$ cat config.mk
export PLATFORM = sky130hd
export DESIGN_NAME = sdram_minmax_master
export DESIGN_NICKNAME = d
export VERILOG_FILES = /design/src/rtl/sdram_minmax_master.sv
export SDC_FILE = /design/constraint.sdc
export NUM_CORES = 1
export LEC_CHECK = 0
export BUFFER_PORTS_ARGS = -buffer_cell sky130_fd_sc_hd__buf_4
export CAP_MARGIN = 20
export CORE_MARGIN = 5
export CORE_UTILIZATION = 51
export CTS_CLUSTER_SIZE = 12
export DETAILED_ROUTE_END_ITERATION = 12
export GPL_TIMING_DRIVEN = 0
export PLACE_DENSITY = 0.75
export SETUP_SLACK_MARGIN = 0.2
export SYNTH_ARGS = -nofsm -noshare
export SYNTH_HDL_FRONTEND = slang
export SYNTH_SLANG_ARGS = --single-unit
$ cat constraint.sdc
create_clock -name clk -period 3.1 [get_ports clk]
set_input_delay 0.62 -clock clk [delete_from_list [all_inputs] [get_ports clk]]
set_output_delay 0.62 -clock clk [all_outputs]
set_load 0.1 [all_outputs]
$ cat src/rtl/sdram_minmax_master.sv
`default_nettype none
// ============================================================================
// Module   : sdram_minmax_master
// Purpose  : Avalon-MM read master that scans NUM_WORDS 16-bit words from
//            SDRAM and reports their unsigned maximum and minimum.
// Revision : 1.0  initial release
// ============================================================================
module sdram_minmax_master #(
   parameter logic [31:0] BASE_ADDR = 32'h0000_0000,
   parameter int unsigned NUM_WORDS = 1024
) (
   input  logic        clk,
   input  logic        reset,
   output logic [31:0] avm_address,
   output logic        avm_read,
   input  logic [15:0] avm_readdata,
   input  logic        avm_waitrequest,
   input  logic        avm_readdatavalid,
   input  logic        ready_in,
   output logic        done_out,
   output logic [15:0] max_out,
   output logic [15:0] min_out
);

   localparam logic [15:0] c_last_idx = 16'(NUM_WORDS - 1);

   typedef enum logic [1:0] {
      ST_IDLE = 2'd0,
      ST_READ = 2'd1,
      ST_WAIT = 2'd2,
      ST_DONE = 2'd3
   } state_t;

   state_t      state_q, state_d;
   logic [15:0] idx_q,   idx_d;
   logic [31:0] addr_q,  addr_d;
   logic        read_q,  read_d;
   logic        done_q,  done_d;
   logic [15:0] max_q,   max_d;
   logic [15:0] min_q,   min_d;

   always_ff @(posedge clk) begin
      if (reset) begin
         state_q <= ST_IDLE;
         idx_q   <= 16'd0;
         addr_q  <= BASE_ADDR;
         read_q  <= 1'b0;
         done_q  <= 1'b0;
         max_q   <= 16'h0000;
         min_q   <= 16'hFFFF;
      end else begin
         state_q <= state_d;
         idx_q   <= idx_d;
         addr_q  <= addr_d;
         read_q  <= read_d;
         done_q  <= done_d;
         max_q   <= max_d;
         min_q   <= min_d;
      end
   end

   // Outputs are all registered; next values are computed one edge ahead
   // so avm_read is already high in the first READ cycle.
   always_comb begin
      state_d = state_q;
      idx_d   = idx_q;
      addr_d  = addr_q;
      read_d  = read_q;
      done_d  = done_q;
      max_d   = max_q;
      min_d   = min_q;
      unique case (state_q)
         ST_IDLE: begin
            read_d = 1'b0;
            done_d = 1'b0;
            if (ready_in) begin
               idx_d   = 16'd0;
               addr_d  = BASE_ADDR;
               max_d   = 16'h0000;
               min_d   = 16'hFFFF;
               read_d  = 1'b1;
               state_d = ST_READ;
            end
         end
         ST_READ: begin
            if (!avm_waitrequest) begin
               read_d  = 1'b0;
               state_d = ST_WAIT;
            end
         end
         ST_WAIT: begin
            if (avm_readdatavalid) begin
               if (avm_readdata > max_q) max_d = avm_readdata;
               if (avm_readdata < min_q) min_d = avm_readdata;
               if (idx_q == c_last_idx) begin
                  done_d  = 1'b1;
                  state_d = ST_DONE;
               end else begin
                  idx_d   = idx_q + 16'd1;
                  addr_d  = addr_q + 32'd2;
                  read_d  = 1'b1;
                  state_d = ST_READ;
               end
            end
         end
         ST_DONE: begin
            if (!ready_in) begin
               done_d  = 1'b0;
               state_d = ST_IDLE;
            end
         end
         default: state_d = ST_IDLE;
      endcase
   end

   assign avm_address = addr_q;
   assign avm_read    = read_q;
   assign done_out    = done_q;
   assign max_out     = max_q;
   assign min_out     = min_q;

endmodule
`default_nettype wire

Yosys cells after proc, flatten, opt, wreduce, memory -nomap -nowiden. Cells that the tools add are included.

Equality and inequality tests: 12. Reduce and logical (&&, ||, !) cells: 10. Add/subtract/negate cells: 2. $lt $le $gt $ge: 2. Muxes and demuxes: 30.

Operators by type and width (number): 16-bit 2-to-1 mux (8); 32-bit 2-to-1 mux (3); 16-bit case mux with 2 select lines (3); 32-bit case mux with 2 select lines (1); 32-bit by 2-bit adder with 32-bit output, second input constant (1); 4-bit AND reduction (6); 16-bit by 1-bit adder with 16-bit output, second input constant (1); 16-bit by 10-bit == test with 1-bit output, second input constant (1); 16-bit greater-than comparator (1); 16-bit < comparator (1); 2-bit != test, second input constant (8); 2-bit 2-to-1 mux (5); 2-bit case mux with 4 select lines (1); 1-bit 2-to-1 mux (7); 1-bit case mux with 3 select lines (2); 3-bit nonzero test (2); 2-bit == test, second input constant (2); 2-bit by 1-bit == test with 1-bit output, second input constant (1); 2-bit logical NOT (1); 2-bit nonzero test (1).

Bits of input ports: 21. Word-level logic and storage cells: 63. Register bits after elaboration: 84. Output and inout port bits: 66.

Depth between registers and ports, before layout. Gate-level depths: netlist of run 1.

Depth after elaboration: 4. Mapped depth: 10. Depth with buffers taken out: 8.

Least setup slack after synthesis of run 1. No wires, ideal clock.

Path type: flip-flop to flip-flop. Start: register max_q[9] (netlist: max_out[9]). End: register max_q[10] (netlist: max_out[10]). Cell stages (with the launch flop): 11. Path slack: 323 ps. Library setup time: 118 ps. Arrival time: 2659 ps. Period minus slack after synthesis: 2777 ps. Data required time: 2982 ps. Path buffers: 2. Cells stage by stage: dfxtp_1 inv_1 ha_1 a21o_1 nand3_1 a21oi_1 a2111o_1 and3_1 buf_4 buf_6 a22o_1.

Cells in the longest elaborated chain, start to end: 3.

RTL lines: from (decl) (RTL line 39) `logic [15:0] max_q, max_d;`; from (signal assigned) (RTL line 57) `max_q <= max_d;`; 16-bit greater-than comparator (RTL line 93) `if (avm_readdata > max_q) max_d = avm_readdata;`; 2-bit != test (no line); 4-bit AND reduction (no line).

No other way between the ends. A chain may end at the register's enable or synchronous reset.

Worst setup path in the final report of run 1.
Start: register state_q[0]. End: register min_q[1] (netlist: min_out[1]).

Cells in the longest elaborated chain, start to end: 3.

RTL lines: from (decl) (RTL line 34) `state_t state_q, state_d;`; from (signal assigned) (RTL line 52) `state_q <= state_d;`; 2-bit == test / 2-bit logical NOT (equally long branches) (RTL line 72) `unique case (state_q)`; 2-bit != test (no line) / 2-bit nonzero test (equally long branches); 4-bit AND reduction (no line); to (signal assigned) (RTL line 58) `min_q <= min_d;`; to (decl) (RTL line 40) `logic [15:0] min_q, min_d;`.

Several ways; a longest one is shown, not always the timed one.

==> results of run 1 <==
-- flip-flops by register name (all words and copies together), names as in the netlist --
register     flops
avm_address     31
idx_q           16
avm_read         1
min_out         16
state_q          2
done_out         1
max_out         16
-- cell families (layout without fill, tap and decap cells) --
logic type | Yosys count | after routing | share of synthesized area, %
muxes | 3 | 3 | 0.700
xor gates and xnor gates | 43 | 43 | 8.77
other | 1 | 1 | 0.0874
and+or+nand+nor | 175 | 175 | 20.9
buffers and inverters | 57 | 158 | 5.97
DFF | 83 | 83 | 38.7
adders and majority gates | 38 | 38 | 11.1
AOI/OAI and AO/OA | 75 | 75 | 13.8
-- cells in the final DEF (no fill, tap or decap), drive strengths merged, types with 4 or more instances in the layout --
master  Yosys  layout
nand3      15      15
a211oi      5       5
clkinv      0       5
buf        12      97
a21oi      16      16
and2        5       5
ha         38      38
nor2       67      67
a22o       15      15
dfxtp      83      83
nand4      16      16
xor2       25      25
clkbuf      6      15
nor3       10      10
o21ai       4       4
xnor2      18      18
inv        39      39
and4       10      10
and3        8       8
o22a       16      16
nand2      34      34
-- metal layers --
metal | vias up | GRT usage [%] | part of all wire (%)
met1 | 1712 | 24.3 | 44
li1 | 1837 | - | -
met3 | 14 | 4.55 | 6.1
met5 | - | 0 | 0
met4 | 0 | 6.75 | 1.6
met2 | 85 | 33.6 | 48
-- worst max-delay path by stage --
stage / startpoint / end / slack, ns / depth (start not counted)
floorplan: max_out[9]$_SDFFE_PP0P_ / max_out[10]$_SDFFE_PP0P_ / 0.32 / 10
global placement: avm_readdata[15] / max_out[9]$_SDFFE_PP0P_ / 0.37 / 9
detailed placement: avm_readdata[15] / max_out[11]$_SDFFE_PP0P_ / 0.33 / 9
CTS: state_q[0]$_SDFFE_PP0P_ / min_out[3]$_SDFFE_PP1P_ / 0.53 / 10
global route: state_q[0]$_SDFFE_PP0P_ / min_out[7]$_SDFFE_PP1P_ / 0.35 / 10
finish: state_q[0]$_SDFFE_PP0P_ / min_out[1]$_SDFFE_PP1P_ / 0.55 / 10
-- final cells by class --
cell class	instances	area, sq um	share of cell area (%)
Multi-Input combinational cell	335	2370	45.0
Sequential cell	83	1660	31.5
Timing Repair Buffer	85	638	12.1
Inverter	39	146	2.77
Tap cell	105	131	2.49
Clock buffer	9	124	2.35
Buffer	18	110	2.09
Clock inverter	7	92.6	1.75
-- worst reg2reg max path, cell delays in order, from the launching register on --
cell      delay (ns)
dfxtp_1         0.44
inv_1           0.09
ha_1            0.20
buf_4           0.17
inv_1           0.17
a31o_2          0.17
clkbuf_1        0.38
o22ai_1         0.16
nor2_2          0.31
buf_4           0.26
o22a_1          0.15
-- per-stage QoR --
step / instance area (sq um) / hold WS [ns]
5_1_grt: 5280 / 0.500
6_report: 5280 / 0.501
2_1_floorplan: 4290 / 0.472
4_1_cts: 5280 / 0.492
3_3_place_gp: 5060 / 0.474
3_5_place_dp: 5060 / 0.482
-- power by group --
part	switching (mW)	leakage, nW	internal, mW
registers	0.0384	0.670	1.10
logic	0.587	1.51	0.232
clock network	0.408	0.113	0.452
==> results by group, run 1 <==
Drt
  • DR DRC count: 0
  • Final wirelength: just under 10000 um
  • Routed vias/inst: approximately 5.4
  • ANT nets after route: 0
  • Initial DRC count: around 110
  • Vias: roughly 3600
  • DR pass1 iterations: 4
  • Drt wl/cell: 14.4 um

Clock network
  • TritonCTS clock tree: yes
  • Clock Pin Slew Worst Setup and Hold Paths: about 0.09 ns
  • Clk root buf: clkbuf_8
  • Post-CTS Setup Bufs: 0
  • CTS Buf Count: 9
  • PostCTS Resize Cnt: 0
  • Hold Buf Count CTS: 0
  • Clk sinks: 83
  • H-tree Lvls: 3
  • CTS Buffer Depth: 2
  • Later-pin clock latency in the skew report: around 0.36 ns

Timing
  • Worst slew pin tran: 0.656 ns
  • Setup Viol. Count Final: 0
  • Achievable frequency: slightly below 400 MHz
  • Relative max-transition margin: 55.9%
  • RSZ-0062 raised after global routing: no
  • Final Hold Viols: 0
  • Final WS setup: roughly 0.55 ns
  • Min Tclk post-route: between 2 and 3 ns
  • Slew Limit Fails: 0
  • Sum of negative setup slack: 0 ns
  • Post-route clock period utilization: between 80 and 90%
  • Fin Clk Skew: approximately 0.013 ns

Synth
  • Yosys top cell by area: dfxtp_1
  • Post-Syn Area per Cell: around 9.0 sq um
  • Number of synthesized flops with an enable pin: 0
  • Share of the synthesized area in the top cell type: 38.7%
  • Seq cells post-synth: 83
  • Synth async-reset ratio: 0%
  • Seq/Total Area, Yosys: between 30% and 40%
  • Yosys warnings: 0
  • Post-Syn Nets: between 500 and 600
  • Most frequent cell after synthesis: dfxtp_1
  • Cell variety after synth: 54
  • Synth Flop Type: dfxtp_1
  • Area contributors post-synth: dfxtp_1 39%, ha_1 11%, nor2_1 5.6%
  • Cell count after synthesis: between 400 and 500
  • Synth top cells by count: 83 x dfxtp_1, 64 x nor2_1, 39 x inv_1, 38 x ha_1, 34 x nand2_1
  • Syn Std Cell Area: ~4300 sq um

Critical path
  • Worst path bufs/invs: 5
  • Slowest stage cell on the critical path: dfxtp_1
  • CP peak stage delay: roughly 0.44 ns
  • Crit-path leading delay family: buffers and inverters
  • CP required: ~3.4 ns
  • Critical path class: flip-flop to flip-flop
  • Reg2Reg Depth: 10
  • FF-to-FF Start: state_q[0]$_SDFFE_PP0P_
  • Crit end category: flip-flop
  • Crit path arrival time: approximately 2.9 ns
  • Worst reg2reg setup slack: about 0.55 ns
  • Crit path cell chain: inv_1, ha_1, buf_4, inv_1, a31o_2, clkbuf_1, o22ai_1, nor2_2, buf_4, o22a_1
  • Startpoint types: flip-flop
  • Worst R2R End: min_out[1]$_SDFFE_PP1P_
  • Max FO, Critical Path: 10

Power and ir drop
  • Max VDD drop: around 0.33 mV
  • Leakage power figure: ~2.3 nW
  • Total power: around 2.8 mW
  • Power Dens Cells: around 530 nW/um^2

Floorplanning
  • Die W: 102 um
  • Starting Density: a little over half
  • Core area: between 8000 and 9000 sq um
  • Die ar.: roughly 10000 sq um
  • # rows: 33
  • IO Pins: 87
  • Die height: ~100 um

Cells and area
  • Filler cell count in the final layout: 710
  • Final core utilization: approximately 64%
  • Antenna fix cells: 0
  • Layout area overhead: 23.0%
  • Post-Layout Cell Count: 681
  • Share of cells above drive strength 1: 22.6%
  • Final #Nets: 630

Global route
  • First-pass GRT wire length: around 16000 um
  • GRT Util Overall: ~20%
  • Largest net degree at the start of global routing: 15
  • Total gr overflow: 0
  • Vias in the first global route: 3573
  • Initial antenna violation count: 0

Placement
  • Final Wtd Congestion: 0.834
  • Pre-CTS setup slack: about 0.33 ns
  • IO Port Bufs: 85
  • Detailed placement HPWL: ~7500 um
  • Placed insts: around 670

Status
  • Status: completed

Run
  • Max Cap Viol: 0

Hold path
  • Hold Path Sink: max_out[7]$_SDFFE_PP0P_
  • Number of cells on the worst hold path: 2
  • Worst hold start: avm_readdata[7]
  • Worst hold path class: input port to flip-flop
Power figures use the tool's default switching activity.
==> run 2, diff against run 1 <==
CORE_UTILIZATION = 50   (was 51)
PLACE_DENSITY = 0.77   (was 0.75)
clock period = 2.2 ns   (was 3.1 ns; I/O delays follow)
==> run 2 against run 1 <==
Net effect:
- largest power group is now combinational logic
- largest cell class unchanged
- first-iteration DRC count up 46%
- global-route usage grew 2.2 points
- flip-flop and latch count did not move
- the flow now finishes with violations (setup timing)
- cell count up 6.3%
==> results by group, run 2 (synthesis results as in run 1) <==
Critical path
  • Crit path cell chain: inv_2, ha_4, nor2b_1, o211ai_1, a21boi_2, a2111o_1, and3_4, buf_6, clkbuf_16, a22o_1
  • Startpoint types: flip-flop
  • Worst R2R End: max_out[11]$_SDFFE_PP0P_
  • Worst reg2reg setup slack: -0.12 ns (-0.68 ns)
  • CP required: 2.45 ns (-0.95 ns)
  • Crit path arrival time: 2.58 ns (-0.27 ns)
  • Worst Setup EP: max_out[11]$_SDFFE_PP0P_
  • Reg2Reg Depth: 10 (unchanged)
  • Slowest stage cell on the critical path: a2111o_1
  • CP peak stage delay: 0.47 ns (+0.03 ns)
  • Max FO, Critical Path: 5 (-5)
  • Critical path class: flip-flop to flip-flop
  • Worst Setup SP: max_out[1]$_SDFFE_PP0P_
  • Crit end category: flip-flop
  • FF-to-FF Start: max_out[1]$_SDFFE_PP0P_

Placement
  • IO Port Bufs: 85 (unchanged)
  • Final Wtd Congestion: 0.829 (-0.56%)
  • Pre-CTS setup slack: -0.339 ns (-0.665 ns)
  • Detailed placement HPWL: 7640 um (+2.4%)
  • Placed insts: 665 (unchanged)

Floorplanning
  • Die ar.: 10500 sq um (+1.8%)
  • IO Pins: 87 (unchanged)
  • Die height: 103 um (+0.90%)
  • Core area: 8300 sq um (+1.0%)
  • Die W: 103 um (+0.90%)
  • # rows: 33 (unchanged)
  • Starting Density: 51.7% (-0.52 points)

Clock network
  • TritonCTS clock tree: yes
  • Later-pin clock latency in the skew report: 0.37 ns (about the same)
  • Clk sinks: 83 (unchanged)
  • Clock Pin Slew Worst Setup and Hold Paths: 0.09 ns (about the same)
  • CTS Buffer Depth: 2 (unchanged)
  • H-tree Lvls: 3 (unchanged)
  • CTS Buf Count: 9 (unchanged)
  • Clk root buf: clkbuf_8
  • Hold Buf Count CTS: 0 (unchanged)

Run
  • Max Cap Viol: 0 (unchanged)

Drt
  • Routed vias/inst: 5.55 (+3.5%)
  • Vias: 4015 (+10%)
  • DR pass1 iterations: 4 (unchanged)
  • Drt wl/cell: 17.2 um (+20%)
  • Final wirelength: 12500 um (+27%)
  • DR DRC count: 0 (unchanged)
  • ANT nets after route: 0 (unchanged)
  • Initial DRC count: 167 (+46%)

Global route
  • Initial antenna violation count: 0 (unchanged)
  • First-pass GRT wire length: 18600 um (+14%)
  • Largest net degree at the start of global routing: 16 (+1)
  • Total gr overflow: 0 (unchanged)
  • GRT Util Overall: 21.8% (+2.2 points)
  • Vias in the first global route: 3996 (+12%)

Hold path
  • Number of cells on the worst hold path: 2 (unchanged)
  • Worst hold path class: input port to flip-flop

Timing
  • Min Tclk post-route: 2.32 ns (-0.224 ns)
  • Relative max-transition margin: 64.3% (+8.4 points)
  • Final hold slack: 0.316 ns (-0.185 ns)
  • Worst slew pin tran: 0.535 ns (-0.121 ns)
  • Sum of negative setup slack: -1.37 ns (-1.37 ns)
  • Setup Viol. Count Final: 14 (+14)
  • Slew Limit Fails: 0 (unchanged)
  • Final Hold Viols: 0 (unchanged)
  • Fin Clk Skew: 0.0140 ns (+0.00141 ns)
  • RSZ-0062 raised after global routing: yes
  • Final WS setup: -0.125 ns (-0.676 ns)
  • Achievable frequency: 430 MHz (+9.6%)
  • Post-route clock period utilization: 106% (+23 points)

Power and ir drop
  • Total power: 4.61 mW (+63%)
  • Leakage power figure: 2.71 nW (+18%)
  • Power Dens Cells: 710 nW/um^2 (+33%)
  • Max VDD drop: 0.419 mV (+27%)

Cells and area
  • Commonest cells after routing, fill and taps aside: 119 x buf_4, 58 x nor2_1, 38 x dfxtp_4
  • Layout area overhead: 51.3%
  • Share of cells above drive strength 1: 49.6% (+27 points)
  • Filler cell count in the final layout: 525 (-26%)
  • Final #Nets: 673 (+6.8%)
  • Commonest non-fill, non-tap cell in the layout: buf_4
  • Post-Layout Cell Count: 724 (+6.3%)
  • Largest register FFs: 31 (unchanged)
  • Antenna fix cells: 0 (unchanged)

Status
  • Failing checks: setup timing
  • Status: finished with violations
## run 2: worst min path at each step
| stage | start | end |
|---|---|---|
| after floorplan | idx_q[5]$_SDFFE_PP0P_ | idx_q[5]$_SDFFE_PP0P_ |
| after global placement | min_out[0]$_SDFFE_PP1P_ | min_out[0]$_SDFFE_PP1P_ |
| after detailed placement | min_out[0]$_SDFFE_PP1P_ | min_out[0]$_SDFFE_PP1P_ |
| after CTS | avm_readdata[3] | max_out[3]$_SDFFE_PP0P_ |
| after global routing | avm_readdata[0] | min_out[0]$_SDFFE_PP1P_ |
| final | avm_readdata[3] | max_out[3]$_SDFFE_PP0P_ |
## run 2: final cells by class
type / instances / area [sq um] / area share [%]
flip-flops and latches: 83 / 1830 / 28.2
repair buffers: 129 / 1060 / 16.4
multi-input cells: 335 / 2960 / 45.5
inverters: 39 / 155 / 2.39
clock buffers: 9 / 124 / 1.91
plain buffers: 17 / 159 / 2.45
well taps: 105 / 131 / 2.02
clock inverters: 7 / 75.1 / 1.16
## run 2: critical path: cells and delay by family, from the launching register on
family | cells | cell delay (ns)
buf+inv | 3 | 0.32
flops | 1 | 0.37
simple gates | 2 | 0.34
compound gates | 4 | 0.99
fa+ha+maj | 1 | 0.20
## run 2: where the power goes
part | internal [mW] | switching, mW | total [mW]
combinational | 0.764 | 1.10 | 1.87
clock | 0.535 | 0.610 | 1.15
sequential | 1.54 | 0.0578 | 1.60
## run 2: layer usage
layer	vias up	track usage (%)	routed length [um]
met3	29	3.79	633
met5	-	0	0
li1	1931	-	-
met4	0	9.28	295
met1	1944	26.9	5060
met2	111	37.5	6480
## run 2: timing repair
| item | CTS | global route |
|---|---|---|
| setup buffers | 26 | 12 |
| gates cloned | 2 | 4 |
| gates resized for setup | 56 | 57 |
| pin swaps | 18 | 61 |
| endpoints found under the setup margin | 80 | 65 |
## run 2: stage by stage
step / area, sq um / utilization (%)
after floorplan: 4560 / -
final: 6500 / 78.3
after global placement: 5330 / 64.3
after detailed placement: 5330 / 64.3
after CTS: 6070 / 73.2
after global routing: 6500 / 78.3
==> run 3, diff against run 2 <==
CORE_UTILIZATION = 51   (was 50)
PLACE_DENSITY = 0.75   (was 0.77)
clock period = 2.33 ns   (was 2.2 ns; I/O delays follow)
==> run 3 against run 2 <==
Net effect:
- the flow now finishes without violations
- non-clock buffer count decreased by 22
- routed wire length decreased by 14%
- combinational power decreased by 22%
- total power decreased by 10%
- sequential power decreased by 6%
- sequential share of layout area increased by 2.1 points
- clock skew decreased by 0.0056 ns
- count of clock-buffer cells in the layout increased by 4
- final area decreased by 8.2%
- fmax increased by 6.4%
==> results by group, run 3 (synthesis results as in run 1) <==
Drt
  • DR pass1 iterations: 4 (unchanged)
  • ANT nets after route: 0 (unchanged)
  • DR DRC count: 0 (unchanged)
  • Drt wl/cell: 15.3 um (-11%)
  • Initial DRC count: 148 (-11%)
  • Vias: 3797 (-5.4%)
  • Final wirelength: 10700 um (-14%)
  • Routed vias/inst: 5.41 (-2.5%)

Critical path
  • Crit path cell chain: inv_1, ha_1, a21oi_1, o21ai_0, a2111o_1, and3_1, buf_6, buf_4, a22o_1
  • CP peak stage delay: 0.45 ns (-0.02 ns)
  • CP required: 2.57 ns (+0.12 ns)
  • Critical path class: flip-flop to flip-flop
  • Reg2Reg Depth: 9 (-1)
  • Max FO, Critical Path: 4 (-1)
  • Slowest stage cell on the critical path: a2111o_1
  • Crit end category: flip-flop
  • Startpoint types: flip-flop
  • Crit path arrival time: 2.43 ns (-0.15 ns)

Floorplanning
  • IO Pins: 87 (unchanged)
  • Die ar.: 10400 sq um (-1.8%)
  • Die height: 102 um (-0.89%)
  • Starting Density: 52.2% (+0.52 points)
  • Core area: 8220 sq um (-1.0%)
  • Die W: 102 um (-0.89%)
  • # rows: 33 (unchanged)

Cells and area
  • Final #Nets: 651 (-3.3%)
  • Commonest cells after routing, fill and taps aside: 106 x buf_4, 61 x nor2_1, 34 x nand2_1
  • Layout area overhead: 38.9%
  • FF/Latch Area: 1810 sq um (-1.6%)
  • Final instance area: 5960 sq um (-8.2%)
  • Filler cell count in the final layout: 608 (+16%)
  • Antenna fix cells: 0 (unchanged)
  • Multi-input gate area: 2680 sq um (-9.5%)
  • Share of cells above drive strength 1: 41.0% (-8.6 points)
  • Commonest non-fill, non-tap cell in the layout: buf_4
  • Largest register FFs: 31 (unchanged)

Timing
  • Post-route clock period utilization: 93.8% (-12 points)
  • Slew Limit Fails: 0 (unchanged)
  • Min Tclk post-route: 2.19 ns (-0.140 ns)
  • Setup Viol. Count Final: 0 (-14)
  • Achievable frequency: 458 MHz (+6.4%)
  • Fin Clk Skew: 0.00842 ns (-0.00557 ns)
  • Relative max-transition margin: 64.6% (+0.25 points)
  • Worst slew pin tran: 0.531 ns (-0.00380 ns)
  • Final Hold Viols: 0 (unchanged)
  • RSZ-0062 raised after global routing: yes
  • Sum of negative setup slack: 0 ns (+1.37 ns)

Global route
  • Total gr overflow: 0 (unchanged)
  • First-pass GRT wire length: 17800 um (-4.4%)
  • GRT Util Overall: 21.3% (-0.56 points)
  • Largest net degree at the start of global routing: 14 (-2)
  • Initial antenna violation count: 0 (unchanged)
  • Vias in the first global route: 3825 (-4.3%)

Placement
  • IO Port Bufs: 85 (unchanged)
  • Placed inst area: 5310 sq um (-0.49%)
  • Detailed placement HPWL: 7750 um (+1.5%)
  • Final Wtd Congestion: 0.841 (+1.4%)

Clock network
  • Clk root buf: clkbuf_8
  • Clk sinks: 83 (unchanged)
  • CTS Buf Count: 9 (unchanged)
  • Clock Pin Slew Worst Setup and Hold Paths: 0.08 ns (about the same)
  • Later-pin clock latency in the skew report: 0.35 ns (-0.02 ns)
  • Hold Buf Count CTS: 0 (unchanged)
  • TritonCTS clock tree: yes
  • CTS Buffer Depth: 2 (unchanged)
  • H-tree Lvls: 3 (unchanged)

Run
  • Max Cap Viol: 0 (unchanged)

Power and ir drop
  • Max VDD drop: 0.531 mV (+27%)
  • Power Dens Cells: 693 nW/um^2 (-2.4%)
  • Leakage power figure: 2.56 nW (-5.5%)

Hold path
  • Number of cells on the worst hold path: 2 (unchanged)
  • Worst hold path class: input port to flip-flop

Status
  • Status: completed
[run 3: worst paths after layout]
path	slack [ns]	to	startpoint
max	0.14	max_out[4]$_SDFFE_PP0P_	max_out[7]$_SDFFE_PP0P_
min	0.36	max_out[2]$_SDFFE_PP0P_	avm_readdata[2]
max reg2reg	0.14	max_out[4]$_SDFFE_PP0P_	max_out[7]$_SDFFE_PP0P_
min reg2reg	0.47	min_out[6]$_SDFFE_PP1P_	min_out[6]$_SDFFE_PP1P_
[run 3: layer usage]
metal  track usage [%]  up-vias  part of all wire [%]
met1              25.5     1765                    42
li1                  -     1894                     -
met4              9.20        0                   2.7
met5                 0        -                     0
met3              3.58       28                   5.5
met2              37.4      110                    49
[run 3: layout make-up]
class,count,share of cell area (%)
Tap cell,105,2.20
Inverter,39,2.46
Multi-Input combinational cell,335,44.9
Clock buffer,13,3.21
Buffer,17,2.33
Sequential cell,83,30.3
Clock inverter,3,0.672
Timing Repair Buffer,107,14.0
[run 3: repair_timing]
item,CTS,global route
setup endpoints to repair,74,60
pin swaps,11,10
gates resized for setup,27,18
setup buffers,18,3
gates cloned,1,0
[run 3: report_power, final]
part	switching [mW]	total (mW)	leakage, nW	internal [mW]
clock	0.518	1.17	0.120	0.653
sequential	0.0412	1.50	0.692	1.46
combinational	0.913	1.46	1.75	0.546
[run 3: per-stage QoR]
stage | util [%] | power (mW) | setup WS [ns] | cells | hold slack (ns)
floorplan | - | 2.36 | 0.0585 | 475 | 0.472
global placement | 64.6 | 2.63 | -0.245 | 665 | 0.450
detailed placement | 64.6 | 2.65 | -0.274 | 665 | 0.457
CTS | 71.3 | 4.09 | 0.192 | 699 | 0.342
global route | 72.5 | 4.35 | 0.0342 | 702 | 0.349
finish | 72.5 | 4.13 | 0.145 | 702 | 0.360
[run 3: critical path: cells and delay by family (launching register included)]
family	cells	cell delay, ns
flops	1	0.35
simple gates	1	0.18
buf+inv	3	0.31
fa+ha+maj	1	0.29
compound gates	4	0.95
